File: src/rtl/exec_pkg.sv
// Shared definitions for the execute stage: ALU opcodes, FSM states, multiplier sizing.
package exec_pkg;

    localparam int unsigned XLEN      = 32;
    localparam int unsigned REGW      = 5;
    localparam int unsigned OPW       = 4;
    localparam int unsigned MUL_ITERS = 32;
    localparam int unsigned CNTW      = 5;

    localparam logic [OPW-1:0] OP_ADD = 4'd0;
    localparam logic [OPW-1:0] OP_SUB = 4'd1;
    localparam logic [OPW-1:0] OP_AND = 4'd2;
    localparam logic [OPW-1:0] OP_OR  = 4'd3;
    localparam logic [OPW-1:0] OP_XOR = 4'd4;
    localparam logic [OPW-1:0] OP_SLT = 4'd5;
    localparam logic [OPW-1:0] OP_SLL = 4'd6;
    localparam logic [OPW-1:0] OP_SRL = 4'd7;
    localparam logic [OPW-1:0] OP_SRA = 4'd8;
    localparam logic [OPW-1:0] OP_MUL = 4'd9;

    typedef enum logic [1:0] {
        IDLE = 2'd0,
        MUL  = 2'd1,
        DONE = 2'd2
    } exec_state_t;

endpackage

File: src/rtl/exec_stage_mul_seq.sv
// Unsigned 32x32->64 shift-add multiplier, one partial product per clock.
module mul_seq
    import exec_pkg::*;
(
    input  logic                clock,
    input  logic                reset,
    input  logic                start,
    input  logic [XLEN-1:0]     a,
    input  logic [XLEN-1:0]     b,
    output logic                busy,
    output logic                done,
    output logic [2*XLEN-1:0]   product
);

    logic [2*XLEN-1:0] acc;
    logic [2*XLEN-1:0] mcand;
    logic [XLEN-1:0]   mplier;
    logic [CNTW-1:0]   cnt;
    logic [2*XLEN-1:0] acc_nxt;

    // Product includes the current iteration so the final edge can capture it directly.
    always_comb begin
        acc_nxt = acc + (mplier[0] ? mcand : (2*XLEN)'(0));
    end

    assign done    = busy && (cnt == CNTW'(MUL_ITERS - 1));
    assign product = acc_nxt;

    always_ff @(posedge clock) begin
        if (reset) begin
            acc    <= '0;
            mcand  <= '0;
            mplier <= '0;
            cnt    <= '0;
            busy   <= 1'b0;
        end else if (busy) begin
            acc    <= acc_nxt;
            mcand  <= mcand << 1;
            mplier <= mplier >> 1;
            cnt    <= cnt + CNTW'(1);
            if (done) begin
                busy <= 1'b0;
            end
        end else if (start) begin
            acc    <= '0;
            mcand  <= {XLEN'(0), a};
            mplier <= b;
            cnt    <= '0;
            busy   <= 1'b1;
        end
    end

endmodule

File: src/rtl/exec_stage.sv
// Execute stage: operand forwarding, single-cycle ALU and a stalling iterative MUL.
module exec_stage
    import exec_pkg::*;
(
    input  logic                clock,
    input  logic                reset,
    input  logic [XLEN-1:0]     op_a,
    input  logic [XLEN-1:0]     op_b,
    input  logic [REGW-1:0]     rd_in,
    input  logic [REGW-1:0]     rs_in,
    input  logic [REGW-1:0]     rt_in,
    input  logic [OPW-1:0]      alu_op,
    input  logic                valid_in,
    input  logic [XLEN-1:0]     mem_fwd_val,
    input  logic [REGW-1:0]     mem_fwd_rd,
    input  logic                mem_fwd_wen,
    input  logic [XLEN-1:0]     wb_fwd_val,
    input  logic [REGW-1:0]     wb_fwd_rd,
    input  logic                wb_fwd_wen,
    output logic [XLEN-1:0]     result,
    output logic [XLEN-1:0]     hi_out,
    output logic [REGW-1:0]     rd_out,
    output logic                valid_out,
    output logic                stall_out
);

    exec_state_t       state;
    exec_state_t       state_nxt;
    logic [XLEN-1:0]   fwd_a;
    logic [XLEN-1:0]   fwd_b;
    logic [XLEN-1:0]   alu_res;
    logic [4:0]        sh;
    logic              mul_start;
    logic              mul_busy;
    logic              mul_done;
    logic [2*XLEN-1:0] mul_prod;
    logic [REGW-1:0]   mul_rd;
    logic              accept_alu;

    // Forwarding: EX/MEM wins over MEM/WB; register 0 is never forwarded.
    always_comb begin
        fwd_a = op_a;
        if (mem_fwd_wen && (mem_fwd_rd == rs_in) && (rs_in != '0)) begin
            fwd_a = mem_fwd_val;
        end else if (wb_fwd_wen && (wb_fwd_rd == rs_in) && (rs_in != '0)) begin
            fwd_a = wb_fwd_val;
        end
        fwd_b = op_b;
        if (mem_fwd_wen && (mem_fwd_rd == rt_in) && (rt_in != '0)) begin
            fwd_b = mem_fwd_val;
        end else if (wb_fwd_wen && (wb_fwd_rd == rt_in) && (rt_in != '0)) begin
            fwd_b = wb_fwd_val;
        end
    end

    assign sh = fwd_b[4:0];

    always_comb begin
        alu_res = '0;
        case (alu_op)
            OP_ADD:  alu_res = fwd_a + fwd_b;
            OP_SUB:  alu_res = fwd_a - fwd_b;
            OP_AND:  alu_res = fwd_a & fwd_b;
            OP_OR:   alu_res = fwd_a | fwd_b;
            OP_XOR:  alu_res = fwd_a ^ fwd_b;
            OP_SLT:  alu_res = XLEN'($signed(fwd_a) < $signed(fwd_b));
            OP_SLL:  alu_res = fwd_a << sh;
            OP_SRL:  alu_res = fwd_a >> sh;
            OP_SRA:  alu_res = XLEN'($signed(fwd_a) >>> sh);
            default: alu_res = '0;
        endcase
    end

    assign mul_start  = (state == IDLE) && valid_in && (alu_op == OP_MUL);
    assign accept_alu = (state != MUL) && valid_in && (alu_op != OP_MUL);
    assign stall_out  = mul_start || (state == MUL);

    mul_seq u_mul (
        .clock   (clock),
        .reset   (reset),
        .start   (mul_start),
        .a       (fwd_a),
        .b       (fwd_b),
        .busy    (mul_busy),
        .done    (mul_done),
        .product (mul_prod)
    );

    always_ff @(posedge clock) begin
        if (reset) begin
            state <= IDLE;
        end else begin
            state <= state_nxt;
        end
    end

    // DONE never restarts: the MUL still sitting in ID/EX is the one just finished.
    always_comb begin
        state_nxt = state;
        case (state)
            IDLE:    if (mul_start) state_nxt = MUL;
            MUL:     if (mul_done || !mul_busy) state_nxt = DONE;
            DONE:    state_nxt = IDLE;
            default: state_nxt = IDLE;
        endcase
    end

    always_ff @(posedge clock) begin
        if (reset) begin
            result    <= '0;
            hi_out    <= '0;
            rd_out    <= '0;
            valid_out <= 1'b0;
            mul_rd    <= '0;
        end else begin
            valid_out <= 1'b0;
            if (state == MUL) begin
                if (mul_done) begin
                    result    <= mul_prod[XLEN-1:0];
                    hi_out    <= mul_prod[2*XLEN-1:XLEN];
                    rd_out    <= mul_rd;
                    valid_out <= 1'b1;
                end
            end else if (accept_alu) begin
                result    <= alu_res;
                rd_out    <= rd_in;
                valid_out <= 1'b1;
            end
            if (mul_start) begin
                mul_rd <= rd_in;
            end
        end
    end

endmodule
File: config.mk
export PLATFORM = sky130hd
export DESIGN_NAME = exec_stage
export DESIGN_NICKNAME = d
export VERILOG_FILES = /design/src/rtl/exec_pkg.sv /design/src/rtl/exec_stage_mul_seq.sv /design/src/rtl/exec_stage.sv
export SDC_FILE = /design/constraint.sdc
export NUM_CORES = 1
export LEC_CHECK = 0
export ABC_AREA = 1
export ABC_CLOCK_PERIOD_IN_PS = 4730
export CAP_MARGIN = 5
export CORE_ASPECT_RATIO = 1.25
export CORE_UTILIZATION = 40
export CTS_CLUSTER_SIZE = 12
export DETAILED_ROUTE_END_ITERATION = 12
export GPL_ROUTABILITY_DRIVEN = 0
export PLACE_DENSITY_LB_ADDON = 0.08
export SLEW_MARGIN = 20
export SYNTH_ARGS = -nofsm -noshare
export SYNTH_HDL_FRONTEND = slang
export SYNTH_SLANG_ARGS = --single-unit
File: constraint.sdc
create_clock -name clock -period 4.73 [get_ports clock]
set_input_delay 0.946 -clock clock [delete_from_list [all_inputs] [get_ports clock]]
set_output_delay 0.946 -clock clock [all_outputs]
set_load 0.02 [all_outputs]
== Word-level counts from Yosys, hierarchy flattened ==
Index checks and enable logic that the tools add are counted.
Storage, ports and cells
  register bits after elaboration: 243
Operators by class
  add/subtract/negate cells: 4
  order comparisons: 1
  equal/unequal tests: 20
  shifts and indexed selects: 3
  multiplexer cells: 29
  bitwise gates (word level): 3
  reduce and logical (&&, ||, !) cells: 26
Operator list (number)
  $mux 64: 5
  $pmux 32 s9: 1
  $mux 32: 7
  $add 64x64->64: 1
  $mux 31: 2
  $add 32x32->32: 1
  $and 32x32->32: 1
  $lt 32x32->1: 1
  $or 32x32->32: 1
  $shl 32x5->32: 1
  $shr 32x5->32: 1
  $sshr 32x5->32: 1
  $sub 32x32->32: 1
  $xor 32x32->32: 1
  $mux 5: 5
  $eq 5x5->1: 4
  $eq 4x3->1 const B: 4
  $logic_and 1x1->1: 13
  $reduce_bool 5->1: 2
  $eq 4x2->1 const B: 2
  $eq 4x4->1 const B: 2
  $mux 1: 6
  $reduce_and 2->1: 3
  $add 5x1->5 const B: 1
  other kinds (14): 19

== Longest topological paths before layout ==
Gate-level depths: netlist (run 1).
  depth in word-level cells: 9
  depth in mapped cells: 33

== Cells and area by module ==
Synthesis (run 1) repeated with hierarchy kept, for this count alone.
Second synthesis, totals
  cell total of the unflattened synthesis: 4981
  area, all modules: 27043.4 µm²
By module, submodules not included
  exec_stage: instances 1, cells an instance 2645, area each 14046.0 µm², seq. area each 1541.5 µm²
  mul_seq: instances 1, cells an instance 2336, area each 12997.5 µm², seq. area each 3323.2 µm²

== Worst setup path after synthesis (run 1) ==
Ideal clock, no wire load.
  path kind: input to register
  from: input rt_in[1]
  to: register result[28]
  setup time: 119 ps
  arrival time: 4102 ps
  required time: 4611 ps
  path slack: 508 ps
  stages on the path: 31
  path buffers: 4
  path through: inv_1 > nand2_1 > nor2_2 > nor2_2 > nand2_2 > buf_6 > nand2_1 > nand2_1 > nand2_1 > nand2_2 > inv_2 > buf_4 > buf_4 > ha_1 > clkbuf_1 > inv_1 > nand2_1 > a21oi_2 > a21oi_1 > o21ai_1 > a21boi_1 > o21ai_1 > nand2_1 > nand2_1 > nand2_1 > nand2_1 > nand2_1 > nand3_1 > nand3_1 > nand2_1 > a21oi_1
Between the ends
  word-level cells in the longest chain between the ends: 9
  elaborated cells between the ends (all ways): 20
  classes of those cells: add/sub (2); eq/ne (2); shift (3); mux (5); bitwise (3); reduce/logical (5)
RTL lines
  from (decl): line exec_stage.sv:11  | input logic [REGW-1:0] rt_in,
  $eq 5x5->1: line exec_stage.sv:51  | end else if (wb_fwd_wen && (wb_fwd_rd == rt_in) && (rt_in != '0)) begin
  $logic_and 1x1->1 (2 in series): line exec_stage.sv:51
  $mux 32: line exec_stage.sv:51
  $mux 32 *: line exec_stage.sv:49  | if (mem_fwd_wen && (mem_fwd_rd == rt_in) && (rt_in != '0)) begin
  $sub 32x32->32, or another cell as far along: line exec_stage.sv:62  | OP_SUB: alu_res = fwd_a - fwd_b;
  $pmux 32 s9 *: line exec_stage.sv:60  | case (alu_op)
  $mux 32 *: line exec_stage.sv:124  | end else if (accept_alu) begin
  $mux 32 *: line exec_stage.sv:117  | if (state == MUL) begin
  to (signal assigned): line exec_stage.sv:119  | result <= mul_prod[XLEN-1:0];
  to (signal assigned): line exec_stage.sv:125  | result <= alu_res;
  to (decl): line exec_stage.sv:20  | output logic [XLEN-1:0] result,
Mark *: on every way between the ends. The rest lies on a longest branch, timed or not. The select of a mux whose other input is x is not followed.
A chain may end at the register's enable or synchronous reset.

== Final worst setup path (run 1) ==
  from: input rt_in[3]
  to: register result[13]
The elaborated chain is that of the path after synthesis.

==> run_results.csv, run 1 <==
group,metric,value,unit
clocking,clkTransAtPathRegs,60,ps
global_route,grt_max_degree,123,
die,start_util,0.4069,
die,num_rows,101,
setup_path,required,5170,ps
setup_path,startpoint_type,"input pin",
setup_path,end_kind,"flip-flop",
final_layout,final_common_cell,"nand2_1",
timing,drv_slew,0,
route,antenna_left,0,
synth,ys_warn_count,0,
flow_run,cap_violations,0,
global_route,grt_pass1_wl,172900,µm
timing,finalHoldViolations,0,
setup_path,max_stage_delay,480,ps
route,drcViolationCount,0,
min_path,min_path_type,"reg -> reg",
die,ioPinCount,233,
synth,synth_edf_count,0,
timing,hold_slack,469.7,ps
setup_path,critPathKind,"in -> reg",
min_path,hold_start,"u_mul.acc[44]",
synth,yosysUniqueCellTypes,54,
placed_design,io_buffers,232,
synth,synth_ff_type,"dfxtp_1",
pwr,leakage,15.73,nW
setup_path,crit_top_cell,"nand2_1",
final_layout,final_nets,5219,
route,wl_per_cell,20.07,µm
route,vias,31260,
placed_design,place_hpwl,91730,µm
clocking,cts_sinks,243,
clocking,htreeDepth,1,
route,dr.pass1.iters,6,
clocking,clock_latency,560,ps
global_route,gr-total-overflow,0,
timing,period_needed,4660,ps
die,die_w,225.1,µm
global_route,first_global_vias,30100,
final_layout,area_growth,29.39,%
timing,max_freq,214.6,MHz
synth,syn_inst,4347,
die,dieArea,63230,µm²
timing,setup_viol,0,
synth,avgSynthCellArea,5.725,µm²
clocking,tritoncts,"yes",
final_layout,drive_gt1_frac,0.1405,
timing,min_period_over_period,0.9851,
route,via_per_inst,5.454,
clocking,root_buffer,"clkbuf_16",
synth,syn_nets,4674,
die,die_h,280.9,µm
setup_path,cp_slowest_cell,"clkdlybuf4s50_1",
timing,worst_slew_pin_slew,946.2,ps
synth,ys_seq_area_frac,0.1955,
setup_path,arrival,5100,ps
global_route,grt_usage,0.3566,
timing,slew_headroom,0.3692,
die,core-area,61160,µm²
synth,ys_seq_elements,243,
pwr,power_density,216.9,nW/µm²
global_route,antenna_found_initial,4,
setup_path,rr_endpoint,"hi_out[14]",
setup_path,rrSetupSlack,870,ps
final_layout,final_cell_mix,"nand2_1 (1385), nand3_1 (531), buf_4 (486), inv_1 (445), a21oi_1 (337)",
setup_path,reg2regPathDepth,19,
min_path,holdPathEnd,"u_mul.acc[44]",
timing,final.setup.tns,0,ps
route,drt-initial-drc-count,2980,
synth,synthArstFlopShare,0,
status,status,"completed",
pwr,max-vdd-ir-drop,223.6,µV
timing,finClkSkew,30.69,ps
route,wl,115000,µm
setup_path,critical_path.startpoint,"rt_in[3]",
clocking,cts.path.max_buffers,3,
clocking,numCtsBuffers,26,
setup_path,worstPathMaxFanout,18,
synth,netlist_area,24890,µm²
min_path,min_delay_path_depth,2,
setup_path,r2r-start,"u_mul.mplier[0]",
clocking,hold_buffers,0,
layer usage:
layer	share of wire	global-route usage	up-vias
li1	-	-	15390
met1	0.38	0.4051	14120
met2	0.46	0.5927	1360
met3	0.065	0.04684	387
met4	0.099	0.2997	4
met5	0.00020	0	-
state kept, by name, indices dropped and copies added, names as in the netlist:
name          flops
u_mul.busy        1
state             2
result           32
u_mul.cnt         5
rd_out            5
mul_rd            5
u_mul.acc        64
valid_out         1
u_mul.mplier     32
u_mul.mcand      64
hi_out           32
per-stage QoR:
stage | utilization | setup WS [ps] | area (µm²) | instances | total power [mW]
2_1_floorplan | - | 508.3 | 24890 | 4347 | 3.501
3_3_place_gp | 0.5091 | -590.2 | 31140 | 5682 | 4.915
3_5_place_dp | 0.5091 | -757.7 | 31140 | 5682 | 4.909
4_1_cts | 0.5222 | 16.23 | 31940 | 5723 | 6.900
5_1_grt | 0.5263 | -30.31 | 32190 | 5729 | 7.303
6_report | 0.5265 | 70.42 | 32200 | 5732 | 6.986
critical path: cells and delay by family:
family | cells | cell delay [ps]
compound gates | 8 | 1270
simple gates | 10 | 1050
fa+ha+maj | 1 | 360
buf+inv | 8 | 1470
cell usage after synthesis (15+ instances only):
cell type | instances | share of area
a21o_1 | 27 | 0.0081
a21oi_1 | 347 | 0.070
a31oi_1 | 94 | 0.024
buf_1 | 16 | 0.0024
buf_2 | 42 | 0.0084
buf_4 | 15 | 0.0045
clkbuf_1 | 131 | 0.020
dfxtp_1 | 243 | 0.20
ha_1 | 162 | 0.081
inv_1 | 448 | 0.068
nand2_1 | 1388 | 0.21
nand2_2 | 20 | 0.0050
nand3_1 | 532 | 0.11
nand4_1 | 30 | 0.0075
nor2_1 | 287 | 0.043
nor3_1 | 26 | 0.0052
nor4_1 | 17 | 0.0043
o211ai_1 | 39 | 0.012
o21ai_0 | 228 | 0.046
o21ai_1 | 23 | 0.0046
or2_2 | 35 | 0.0088
xor2_1 | 37 | 0.013
what timing repair did:
action,in CTS,in global routing
setup buffers,0,5
pin swaps,0,18
gates resized for setup,4,68
setup endpoints to repair,3,27
cell type report:
| type | instances | area [µm²] |
|---|---|---|
| Clock buffer | 38 | 767.0 |
| Tap cell | 824 | 1031 |
| Clock inverter | 3 | 22.52 |
| Fill cell | 6642 | 28960 |
| Timing Repair Buffer | 733 | 6275 |
| Inverter | 465 | 1748 |
| Sequential cell | 243 | 4870 |
| Multi-Input combinational cell | 3423 | 17480 |
| Antenna cell | 3 | 7.507 |
power breakdown:
part           internal (mW)  switching, mW
Sequential              2.08         0.0407
Clock                   1.11          0.871
Combinational           1.17           1.71
how the worst max path moves through the flow:
stage	end	depth (start not counted)
final	result[13]	27
after detailed placement	result[4]	23
after global routing	result[28]	29
after floorplan	result[28]	31
after CTS	result[18]	25
after global placement	result[4]	23
cell families (layout without fill, tap and decap cells):
| group | Yosys count | in the layout | synth area share |
|---|---|---|---|
| other | 0 | 3 | 0 |
| buffers and inverters | 681 | 1239 | 0.1108 |
| flip-flops | 243 | 243 | 0.1955 |
| AO/OA/AOI/OAI | 831 | 831 | 0.1869 |
| adder cells (fa/ha/maj) | 165 | 165 | 0.08386 |
| AND/OR/NAND/NOR | 2378 | 2378 | 0.4057 |
| XOR/XNOR | 49 | 49 | 0.01724 |
No activity file was read; power rests on OpenSTA's default activity.
==> inputs of run 2 (changes only) <==
--- a/config.mk
+++ b/config.mk
@@ -12,6 +12,7 @@
 export CORE_UTILIZATION = 40
 export CTS_CLUSTER_SIZE = 12
 export DETAILED_ROUTE_END_ITERATION = 12
+export DONT_BUFFER_PORTS = 1
 export GPL_ROUTABILITY_DRIVEN = 0
 export PLACE_DENSITY_LB_ADDON = 0.08
 export SLEW_MARGIN = 20
==> run_results.csv, run 2 (same netlist as run 1, synthesis figures left out) <==
group,metric,value,unit
status,status,"completed",
pwr,p_total,6.770,mW
timing,max_freq,225.5,MHz
clocking,cts_sinks,243,
min_path,min_path_type,"in -> reg",
global_route,grt_usage,0.3485,
final_layout,drive_gt1_frac,0.1053,
clocking,cts_setup_buffers,0,
clocking,tritoncts,"yes",
min_path,min_delay_path_depth,1,
route,drt-initial-drc-count,2786,
setup_path,required,5250,ps
setup_path,rrSetupSlack,830,ps
placed_design,place_hpwl,90040,µm
setup_path,r2r-start,"u_mul.mplier[0]",
global_route,first_global_vias,28510,
timing,min_period_over_period,0.9374,
clocking,htreeDepth,1,
clocking,numCtsBuffers,28,
pwr,power.switching,2.523,mW
route,drcViolationCount,0,
setup_path,rr_endpoint,"u_mul.acc[58]",
die,num_rows,101,
final_layout,largestRegisters,"u_mul.acc x64, u_mul.mcand x64",
min_path,hold_start,"reset",
die,die_h,280.9,µm
pwr,power_frac_clock,0.341,
final_layout,final_common_cell,"nand2_1",
pwr,power_density,238.4,nW/µm²
pwr,p_comb_frac,0.340,
route,vias,29540,
route,wl_per_cell,21.20,µm
timing,period_needed,4434,ps
pwr,max-vdd-ir-drop,263.5,µV
global_route,grt_max_degree,175,
timing,worst_slew_pin_slew,835.0,ps
route,via_per_inst,5.555,
die,start_util,0.4069,
setup_path,arrival,4950,ps
setup_path,critPathKind,"in -> reg",
timing,slew_headroom,0.4433,
setup_path,end_kind,"flip-flop",
global_route,antenna_found_initial,1,
global_route,grt_pass1_wl,168200,µm
setup_path,worstPathMaxFanout,18,
clocking,root_buffer,"clkbuf_16",
flow_run,cap_violations,0,
final_layout,area_growth,14.12,%
clocking,clock_latency,590,ps
timing,finClkSkew,35.32,ps
die,core-area,61160,µm²
timing,setup_viol,0,
die,ioPinCount,233,
timing,finalHoldViolations,0,
final_layout,final_nets,4802,
die,dieArea,63230,µm²
timing,fin_ws,296.1,ps
pwr,p_int,4.246,mW
global_route,gr-total-overflow,0,
route,dr.pass1.iters,6,
clocking,clkTransAtPathRegs,70,ps
clocking,cts.path.max_buffers,3,
final_layout,insertedDiodeCount,0,
final_layout,nFillCells,6888,
final_layout,final_cell_mix,"nand2_1 (1387), nand3_1 (532), inv_1 (447), a21oi_1 (347), buf_4 (303)",
die,die_w,225.1,µm
pwr,switching_share,0.3727,
min_path,holdPathEnd,"u_mul.acc[39]",
timing,rsz0062_at_grt,"no",
timing,hold_slack,424.8,ps
route,antenna_left,0,
placed_design,pre_cts_slack,-219.3,ps
clocking,cts_resized,0,
route,wl,112800,µm
placed_design,io_buffers,0,
setup_path,reg2regPathDepth,17,
clocking,hold_buffers,0,
timing,drv_slew,0,
pwr,p_seq_frac,0.320,
pwr,leakage,13.91,nW
setup_path,startpoint_type,"input pin",
## run 2: area by class of cell
| type | count | area [µm²] | area share |
|---|---|---|---|
| repair buffers | 314 | 2495 | 0.08785 |
| clock inverters | 9 | 141.4 | 0.004978 |
| flip-flops and latches | 243 | 4870 | 0.1715 |
| inverters | 465 | 1748 | 0.06155 |
| multi-input cells | 3423 | 17300 | 0.6091 |
| clock buffers | 40 | 815.8 | 0.02873 |
| well taps | 824 | 1031 | 0.03630 |
## run 2: power groups by stage
stage | clock network (mW) | logic, mW | registers, mW
final | 2.31 | 2.30 | 2.16
after global routing | 2.42 | 2.48 | 2.16
after CTS | 2.35 | 2.24 | 2.16
after detailed placement | 0 | 2.23 | 2.21
after global placement | 0 | 2.24 | 2.21
after floorplan | 0 | 1.32 | 2.18
## run 2: how the worst max path moves through the flow
stage	start	end	slack, ps	depth (start not counted)
2_1_floorplan	rt_in[1]	result[28]	510	31
3_3_place_gp	wb_fwd_rd[2]	result[9]	-220	22
3_5_place_dp	wb_fwd_rd[2]	result[9]	-220	22
4_1_cts	wb_fwd_rd[2]	result[9]	380	22
5_1_grt	rs_in[1]	result[27]	80	28
6_report	wb_fwd_rd[2]	result[27]	300	28
## run 2: routing by layer
layer	part of all wire	GRT usage	up-vias
met5	0	0	-
met3	0.060	0.04381	320
met4	0.097	0.2927	0
met2	0.46	0.5881	1134
li1	-	-	14550
met1	0.38	0.3899	13540
## run 2: critical path, stage by stage
cell and delay, ps:
xnor2_1 180, nand2_1 120, nor2_4 100, nand2_2 150, inv_2 120, buf_12 160, nand2_1 70, nand3_1 60
o21ai_0 130, ha_1 560, inv_1 150, a21oi_1 340, o21ai_0 160, nand2_1 80, nand2_1 60, nand2_1 60
nand3_1 120, nand2_1 100, o211ai_1 190, nand2_1 110, nand2_1 70, nand2_1 60, nand2_1 40, o21ai_0 330
buf_4 170, nand3b_1 100, nand2_1 70, a21oi_1 140
## run 2: through the flow
stage	area (µm²)	instances	TNS (ps)	utilization
3_3_place_gp	27440	5269	-671.4	0.4487
5_1_grt	28400	5318	0	0.4643
2_1_floorplan	24890	4347	0	-
3_5_place_dp	27440	5269	-891.1	0.4487
4_1_cts	28400	5318	0	0.4643
6_report	28400	5318	0	0.4643
